### src/rtl/atm_pkg.sv
// Shared definitions for the ATM keypad front end and the transaction controller.
// Holds the state encodings, the BCD digit width and the default PIN length.
package atm_pkg;

    localparam int BCD_W          = 4;
    localparam int PIN_DIGITS_DEF = 4;

    typedef enum logic [2:0] {
        IDLE,
        COLLECT,
        CHECK,
        REPORT,
        HOLD
    } pin_state_t;

    // Transaction controller states; PIN_CHECK consumes pin_entered/pin_valid.
    typedef enum logic [2:0] {
        CTRL_IDLE,
        CTRL_PIN_CHECK,
        CTRL_MENU,
        CTRL_DISPENSE,
        CTRL_EJECT
    } ctrl_state_t;

    function automatic logic is_bcd(input logic [BCD_W-1:0] d);
        return d <= 4'd9;
    endfunction

endpackage

### src/rtl/atm_pin_digit_buffer.sv
// PIN digit shift register with occupancy count; first digit ends up in the MSBs.
// Load/clear take effect on the next edge; loads into a full buffer are ignored.
module atm_pin_digit_buffer
    import atm_pkg::*;
#(
    parameter int DIGITS = PIN_DIGITS_DEF,
    parameter int CNT_W  = 3
) (
    input  logic                    clk,
    input  logic                    rst,
    input  logic                    clr,
    input  logic                    load,
    input  logic [BCD_W-1:0]        digit,
    output logic [CNT_W-1:0]        count,
    output logic                    full,
    output logic [BCD_W*DIGITS-1:0] pin
);

    localparam int PIN_W = BCD_W * DIGITS;

    logic [PIN_W-1:0] pin_q;
    logic [CNT_W-1:0] cnt_q;

    assign full  = (cnt_q == CNT_W'(DIGITS));
    assign count = cnt_q;
    assign pin   = pin_q;

    always_ff @(posedge clk) begin
        if (!rst) begin
            pin_q <= '0;
            cnt_q <= '0;
        end else if (clr) begin
            // Zero the digits too so a PIN never lingers after a session.
            pin_q <= '0;
            cnt_q <= '0;
        end else if (load && !full) begin
            pin_q <= {pin_q[PIN_W-BCD_W-1:0], digit};
            cnt_q <= cnt_q + CNT_W'(1);
        end
    end

endmodule

### src/rtl/atm_pin_entry.sv
// Keypad PIN entry: collects digits, compares against the card PIN, tracks retries/lock.
// Result pulse appears the cycle after edge N+2 for key_enter at edge N; keys are never stalled.
module atm_pin_entry
    import atm_pkg::*;
#(
    parameter int PIN_DIGITS     = PIN_DIGITS_DEF,
    parameter int MAX_TRIES      = 3,
    parameter int TIMEOUT_CYCLES = 1000
) (
    input  logic                        clk,
    input  logic                        rst,
    input  logic                        card_insert,
    input  logic                        key_valid,
    input  logic [BCD_W-1:0]            key_digit,
    input  logic                        key_clear,
    input  logic                        key_enter,
    input  logic [BCD_W*PIN_DIGITS-1:0] stored_pin,
    input  logic                        admin_unlock,
    output logic                        pin_entered,
    output logic                        pin_valid,
    output logic                        key_error,
    output logic [2:0]                  digit_count,
    output logic [1:0]                  retries_left,
    output logic                        card_locked
);

    localparam int              TW     = $clog2(TIMEOUT_CYCLES);
    localparam logic [TW-1:0]   T_LAST = TW'(TIMEOUT_CYCLES - 1);
    localparam logic [1:0]      R_MAX  = 2'(MAX_TRIES);

    pin_state_t state_q, state_d;
    logic [TW-1:0] timer_q, timer_d;
    logic          result_q, result_d;
    logic          pin_entered_d, pin_valid_d, key_error_d;
    logic [1:0]    retries_d;
    logic          locked_d;
    logic          buf_clr, buf_load, buf_full;
    logic [BCD_W*PIN_DIGITS-1:0] buf_pin;

    atm_pin_digit_buffer #(
        .DIGITS (PIN_DIGITS),
        .CNT_W  (3)
    ) u_buf (
        .clk   (clk),
        .rst   (rst),
        .clr   (buf_clr),
        .load  (buf_load),
        .digit (key_digit),
        .count (digit_count),
        .full  (buf_full),
        .pin   (buf_pin)
    );

    always_comb begin
        state_d       = state_q;
        timer_d       = timer_q;
        result_d      = result_q;
        pin_entered_d = 1'b0;
        pin_valid_d   = 1'b0;
        key_error_d   = 1'b0;
        retries_d     = retries_left;
        locked_d      = card_locked;
        buf_clr       = 1'b0;
        buf_load      = 1'b0;

        case (state_q)
            IDLE: begin
                if (card_insert) begin
                    state_d = COLLECT;
                    timer_d = '0;
                    buf_clr = 1'b1;
                end
            end
            COLLECT: begin
                // Card removal aborts silently and outranks any key this cycle.
                if (!card_insert) begin
                    state_d = IDLE;
                    buf_clr = 1'b1;
                end else if (key_clear) begin
                    buf_clr = 1'b1;
                    timer_d = '0;
                end else if (key_enter) begin
                    timer_d = '0;
                    if (buf_full) state_d = CHECK;
                    else          key_error_d = 1'b1;
                end else if (key_valid) begin
                    timer_d = '0;
                    if (is_bcd(key_digit) && !buf_full) buf_load    = 1'b1;
                    else                                 key_error_d = 1'b1;
                end else if (timer_q == T_LAST) begin
                    state_d  = REPORT;
                    result_d = 1'b0;
                    timer_d  = '0;
                end else begin
                    timer_d = timer_q + TW'(1);
                end
            end
            CHECK: begin
                result_d = (buf_pin == stored_pin) && !card_locked;
                state_d  = REPORT;
            end
            REPORT: begin
                pin_entered_d = 1'b1;
                pin_valid_d   = result_q;
                if (result_q) begin
                    retries_d = R_MAX;
                end else begin
                    if (retries_left != 2'd0) retries_d = retries_left - 2'd1;
                    if (retries_left <= 2'd1) locked_d  = 1'b1;
                end
                state_d = HOLD;
            end
            HOLD: begin
                if (!card_insert) begin
                    state_d = IDLE;
                    buf_clr = 1'b1;
                end
            end
            default: begin
                state_d = IDLE;
            end
        endcase

        // Unlock overrides any failure bookkeeping done above in the same cycle.
        if (admin_unlock) begin
            locked_d  = 1'b0;
            retries_d = R_MAX;
        end
    end

    always_ff @(posedge clk) begin
        if (!rst) begin
            state_q      <= IDLE;
            timer_q      <= '0;
            result_q     <= 1'b0;
            pin_entered  <= 1'b0;
            pin_valid    <= 1'b0;
            key_error    <= 1'b0;
            retries_left <= R_MAX;
            card_locked  <= 1'b0;
        end else begin
            state_q      <= state_d;
            timer_q      <= timer_d;
            result_q     <= result_d;
            pin_entered  <= pin_entered_d;
            pin_valid    <= pin_valid_d;
            key_error    <= key_error_d;
            retries_left <= retries_d;
            card_locked  <= locked_d;
        end
    end

endmodule

### config.mk
export PLATFORM = sky130hd
export DESIGN_NAME = atm_pin_entry
export DESIGN_NICKNAME = d
export VERILOG_FILES = /design/src/rtl/atm_pkg.sv /design/src/rtl/atm_pin_digit_buffer.sv /design/src/rtl/atm_pin_entry.sv
export SDC_FILE = /design/constraint.sdc
export NUM_CORES = 1
export LEC_CHECK = 0
export BUFFER_PORTS_ARGS = -buffer_cell sky130_fd_sc_hd__buf_2
export CORE_ASPECT_RATIO = 1.75
export CORE_UTILIZATION = 57
export CTS_BUF_LIST = sky130_fd_sc_hd__clkbuf_4 sky130_fd_sc_hd__clkbuf_8 sky130_fd_sc_hd__clkbuf_16
export CTS_CLUSTER_DIAMETER = 200
export CTS_CLUSTER_SIZE = 28
export DETAILED_ROUTE_END_ITERATION = 10
export PLACE_DENSITY_LB_ADDON = 0.12
export SYNTH_ARGS = -nofsm -noshare
export SYNTH_HDL_FRONTEND = slang
export SYNTH_SLANG_ARGS = --single-unit
### constraint.sdc
create_clock -name clk -period 3.85 [get_ports clk]
set_input_delay 0.5775 -clock clk [delete_from_list [all_inputs] [get_ports clk]]
set_output_delay 0.5775 -clock clk [all_outputs]
set_load 0.05 [all_outputs]
## Word level (Yosys, flattened, before mapping)

Index checks and enable logic that the tools add are counted.

| word-level totals | value |
|---|---|
| register bits | 39 |
| output and inout bits | 9 |
| word-level logic and storage cells | 96 |

| operators by class | value |
|---|---|
| multiplexer cells | 40 |
| bitwise operators | 4 |
| add/subtract/negate cells | 3 |
| order comparisons | 2 |
| eq/ne operators | 18 |
| reduce and logical (&&, ||, !) cells | 19 |

Operators by type and width:

| operator | count |
|---|---|
| $mux 10 | 6 |
| $mux 3 | 8 |
| $mux 1 | 20 |
| $pmux 10 s2 | 1 |
| $eq 16x16->1 | 1 |
| $pmux 3 s5 | 1 |
| $ne 2x2->1 const B | 7 |
| $reduce_and 6->1 | 2 |
| $add 10x1->10 const B | 1 |
| $eq 10x10->1 const B | 1 |
| $ne 4x4->1 const B | 2 |
| $reduce_bool 2->1 | 4 |
| $eq 3x2->1 const B | 2 |
| $eq 3x3->1 const B | 2 |
| $reduce_and 3->1 | 2 |
| $le 4x4->1 const B | 1 |
| $mux 2 | 2 |
| $ne 4x3->1 const B | 1 |
| $not 1->1 | 4 |
| $reduce_and 2->1 | 2 |
| $reduce_or 2->1 | 2 |
| $reduce_or 4->1 | 1 |
| $add 3x1->3 const B | 1 |
| $eq 3x1->1 const B | 1 |
| other kinds (8) | 11 |

## Longest topological paths before layout

| logic depth | value |
|---|---|
| depth after elaboration | 10 |
| mapped depth | 8 |
| gate-level depth less buffers | 6 |

## By module

A second synthesis with hierarchy kept.

| second synthesis, totals | value |
|---|---|
| cells, all modules | 232 |
| area total of the unflattened synthesis | 2197.1 um2 |

Modules (own cells, without submodules):

| module | area an instance (um2) | times used | cells an instance | seq. area each (um2) |
|---|---|---|---|---|
| atm_pin_entry | 1301.2 | 1 | 154 | 400.4 |
| atm_pin_digit_buffer | 895.9 | 1 | 78 | 380.4 |

## Worst setup path before layout

No wires, ideal clock.

| timing path | value |
|---|---|
| path kind | register to register |
| start | register u_buf.cnt_q[0], in the netlist u_buf.count[0] |
| end | register u_buf.cnt_q[0], in the netlist u_buf.count[0] |
| data arrival time | 1.849 ns |
| buffers on the path | 2 |
| library setup time | 0.132 ns |
| path slack | 1.869 ns |
| cell stages (with the launch flop) | 9 |
| cells stage by stage | dfxtp_1 -> inv_1 -> ha_1 -> a21boi_0 -> nand4_1 -> clkbuf_1 -> clkbuf_1 -> nand2_1 -> a21oi_1 |

| on the way | value |
|---|---|
| cells in the longest elaborated chain, start to end | 10 |
| elaborated cells between the ends (all ways) | 11 |
| those cells by class | add/sub (1); eq/ne (1); mux (6); reduce/logical (3) |

RTL lines:

| element | RTL line | RTL |
|---|---|---|
| start: declaration | atm_pin_digit_buffer.sv:22 | `logic [CNT_W-1:0] cnt_q;` |
| start signal: assignment | atm_pin_digit_buffer.sv:38 | `cnt_q <= cnt_q + CNT_W'(1);` |
| $eq 3x3->1 | atm_pin_digit_buffer.sv:24 | `assign full = (cnt_q == CNT_W'(DIGITS));` |
| $logic_not 1->1 | atm_pin_digit_buffer.sv:36, atm_pin_entry.sv:88 |  |
| $logic_and 1x1->1 | atm_pin_entry.sv:88 | `if (is_bcd(key_digit) && !buf_full) buf_load = 1'b1;` |
| $mux 1 | atm_pin_entry.sv:88 |  |
| $mux 1 | atm_pin_entry.sv:86 | `end else if (key_valid) begin` |
| $mux 1 | atm_pin_entry.sv:82 | `end else if (key_enter) begin` |
| $mux 1 | atm_pin_entry.sv:79 | `end else if (key_clear) begin` |
| $mux 1 | atm_pin_entry.sv:76 | `if (!card_insert) begin` |
| $mux 1 | atm_pin_entry.sv:66 | `case (state_q)` |
| $logic_and 1x1->1 | atm_pin_digit_buffer.sv:36 | `end else if (load && !full) begin` |

Several ways; a longest one is shown, not always the timed one.
A chain may end at the register's enable or synchronous reset.

## Final worst setup path

| timing path | value |
|---|---|
| start | register timer_q[0] |
| end | register timer_q[8] |

| on the way | value |
|---|---|
| cells in the longest elaborated chain, start to end | 7 |
| elaborated cells between the ends (all ways) | 8 |
| those cells by class | add/sub (1); eq/ne (1); mux (6) |

RTL lines:

| element | RTL line | RTL |
|---|---|---|
| start: declaration | atm_pin_entry.sv:32 | `logic [TW-1:0] timer_q, timer_d;` |
| start signal: assignment | atm_pin_entry.sv:143 | `timer_q <= timer_d;` |
| $add 10x1->10 or $eq 10x10->1 (tied branches) | atm_pin_entry.sv:95, atm_pin_entry.sv:90 |  |
| $mux 10 (*) | atm_pin_entry.sv:90 | `end else if (timer_q == T_LAST) begin` |
| $mux 10 (*) | atm_pin_entry.sv:86 |  |
| $mux 10 (*) | atm_pin_entry.sv:82 |  |
| $mux 10 (*) | atm_pin_entry.sv:79 |  |
| $mux 10 (*) | atm_pin_entry.sv:76 |  |
| $pmux 10 s2 (*) | atm_pin_entry.sv:66 |  |

Mark *: on every way between the ends. The rest lies on a longest branch, timed or not. The select of a mux whose other input is x is not followed.

==> results by group <==
Route
  – Initial DRT Pass Iterations: 4
  – ANT nets after route: 0
  – Via Count: approximately 1700
  – Number of vias per cell: ~5.4
  – # DRC: 0
  – Average wire per standard cell: around 13 um
  – Drt total wl: approximately 4000 um
  – Initial detailed-routing violation count: 34

Cells and area
  – Share of post-route cells with drive strength above 1: between 10% and 20%
  – FILL cells: a little under 300
  – Layout Nets: between 200 and 300
  – # diodes: 0
  – Layout area overhead: 14.0%

Timing
  – RSZ-0062 raised after global routing: no
  – Min Clock Period, post-route: ~1.9 ns
  – Endpoints failing setup: 0
  – Slew margin rel.: around 48%
  – Fmax: roughly 530 MHz
  – Setup TNS: 0 ns
  – Fin crit share: about half
  – Worst setup margin: between 1.5 and 2 ns
  – Worst Tran Pin Value: approximately 0.77 ns
  – Slew Viols, Final: 0
  – Clk_skew: a little under 0.007 ns
  – Final Hold Viols: 0

Floorplanning
  – Row count: 28
  – DIE HEIGHT: about 80 um
  – Starting Density: 59.4%
  – DIE WIDTH: about 47 um
  – Core area: 0.00333 sq mm
  – Die area: between 0.003 and 0.004 sq mm
  – Number of top-level pins: 36

Critical path
  – Critical Path Fanout Max: 9
  – Critical path launch point type: flop
  – Levels on crit path: 5
  – Peak per-stage delay on the critical path: between 0.5 and 0.6 ns
  – Crit-path cells: ha_1 > nand2_1 > or4_4 > a21oi_2 > nor3b_1
  – Register-to-Register Path Depth: 5
  – Data required, critical path: between 4 and 5 ns
  – Delay-heaviest family, CP: simple AND/OR/NAND/NOR gates
  – Crit path kind: reg2reg
  – Reg2reg setup slack: between 1.5 and 2 ns
  – Buf/Inv on CP: 0
  – CP max-delay cell: or4_4
  – WP data arrival: just over 2 ns
  – CP Capture Type: flop

Power and ir drop
  – Lkg Pwr: 0.832 nW
  – Pwr dens: 326 mW/mm^2
  – Maximum VDD drop: 240 uV
  – Tot Pwr: about 0.73 mW

Clocking
  – Number of setup buffers added after CTS: 0
  – TritonCTS Buffers: 5
  – Clock transition at path regs: roughly 0.070 ns
  – Worst skew pair latency: 0.29 ns
  – Clock buffer depth: 2
  – Clock Sinks: 39
  – Root buf cell: clkbuf_8
  – Post_cts resized: 0
  – H-tree depth: 2
  – CTS hold repair buffers: 0
  – CTS tree: built

Yosys
  – Synth Area in XOR/XNOR: 10.6%
  – Post-synth EDFFs: 0
  – Syn_nets: 267
  – Synth unique cells: 44
  – Largest family of logic cells by synthesized area: simple AND/OR/NAND/NOR gates
  – Synth Register Bits: 39
  – Synthesized area per cell: ~8.4 sq um
  – Yosys synthesis warning count: 0
  – Compound-Gate Fraction of Synth Area: between 10% and 20%
  – Mapped Cells: around 240
  – Post-synthesis sequential area ratio: around 40%
  – Synth Area in Adders: approximately 3.2%
  – Largest area contributor in the netlist: dfxtp_1
  – Synth top area cells: dfxtp_1, nand2_1, a21oi_1
  – Mux contribution to synthesized area: slightly above 1%
  – FFs w/ async S/R, synth: 0%
  – Syn Std Cell Area: between 0.0015 and 0.002 sq mm
  – Synthesized-area fraction occupied by and/or/nand/nor cells: 27.9%
  – Synth top area share: about two fifths
  – Top_reg_cell synth: dfxtp_1

Placement
  – GP Congestion: 0.736
  – Post-DP HPWL: just over 3000 um
  – Port Buffers: 35
  – Post-place setup slack: approximately 1.8 ns

Job
  – MaxCap Viol Count: 0

Global routing
  – Vias in the first global route: 1515
  – Remaining Overflow, GRT: 0
  – Global-route wire length before repair: between 6000 and 7000 um
  – Largest net degree at the start of global routing: 21
  – Initial antenna violation count: 0
  – Tot GR Track Use: about a quarter

Worst hold path
  – Worst hold-check path type: reg2reg
  – Hold path depth: 2

Outcome
  – Status: completed
## final timing paths
| check | from | to |
|---|---|---|
| hold reg to reg | u_buf.pin[12] | u_buf.pin[12] |
| hold / removal | u_buf.pin[12] | u_buf.pin[12] |
| setup / recovery | timer_q[0] | timer_q[8] |
| setup reg to reg | timer_q[0] | timer_q[8] |
## Yosys cell counts, types with 2 or more instances
cell      instances
nor3b_1          11
nor2_1            6
nor2b_1           6
o21ai_0           4
ha_1              5
o22ai_1           2
xnor2_1          12
nand3_1           3
nand2_1          51
buf_2             5
nand4_1           3
nor4_1            4
nor3_1            4
dfxtp_1          39
or3b_2            2
xor2_1           12
inv_1             9
o31ai_1           2
a21boi_0          2
clkbuf_1          7
a21oi_1          22
mux2i_1           2
## placed cells by master (no fill, tap or decap), drive strengths merged, types with 3 or more instances in the layout
master,netlist,final
a21oi,23,23
buf,5,36
clkbuf,7,7
dfxtp,39,39
ha,5,5
inv,9,9
nand2,51,51
nand3,3,3
nand4,3,3
nor2,6,6
nor2b,6,6
nor3,4,4
nor3b,11,11
nor4,5,5
o21ai,4,4
o31ai,3,3
or3b,3,3
xnor2,12,12
xor2,12,12
## report_power, final
group	internal (mW)	switching, mW
Sequential	0.405	0.00213
Combinational	0.0228	0.0280
Clock	0.141	0.135
## worst reg2reg max path: stages, from the launching register on
cell	delay (ns)
dfxtp_1	0.40
ha_1	0.26
nand2_1	0.08
or4_4	0.51
a21oi_2	0.41
nor3b_1	0.11
## stage by stage
step / utilization, % / hold slack, ns / std cells / cell area [sq um]
floorplan: - / 0.444 / 235 / 1980
global placement: 65.0 / 0.450 / 304 / 2160
detailed placement: 65.0 / 0.455 / 304 / 2160
CTS: 67.7 / 0.465 / 312 / 2250
global route: 67.7 / 0.491 / 312 / 2250
finish: 67.7 / 0.467 / 312 / 2250
## area by class of cell
type                            instances  area (sq um)  area share [%]
Multi-Input combinational cell        175          1110            49.3
Sequential cell                        39           781            34.7
Timing Repair Buffer                   36           183            8.11
Clock buffer                            7          83.8            3.72
Tap cell                               45          56.3            2.50
Inverter                                9          33.8            1.50
Clock inverter                          1          5.00           0.222
## registers in the layout, indices dropped and copies added, names as in the netlist
| signal | count |
|---|---|
| card_locked | 1 |
| key_error | 1 |
| pin_entered | 1 |
| pin_valid | 1 |
| result_q | 1 |
| retries_left | 2 |
| state_q | 3 |
| timer_q | 10 |
| u_buf.count | 3 |
| u_buf.pin | 16 |
## kinds of logic after synthesis
family,Yosys count
AND/OR/NAND/NOR,103
AO/OA/AOI/OAI,41
flip-flops,39
XOR/XNOR,24
buffers and inverters,21
adder cells (fa/ha/maj),5
multiplexers,2
## per-layer routing
metal  share of wire (%)  up-vias  GRT usage (%)  wire (um)
li1                    -      863              -          -
met1                  38      777           22.7       1550
met2                  56       25           42.9       2270
met3                 2.1       12           5.88         84
met4                 3.2        0           13.2        127
met5                   0        -              0          0
No activity file was read; power rests on OpenSTA's default activity.
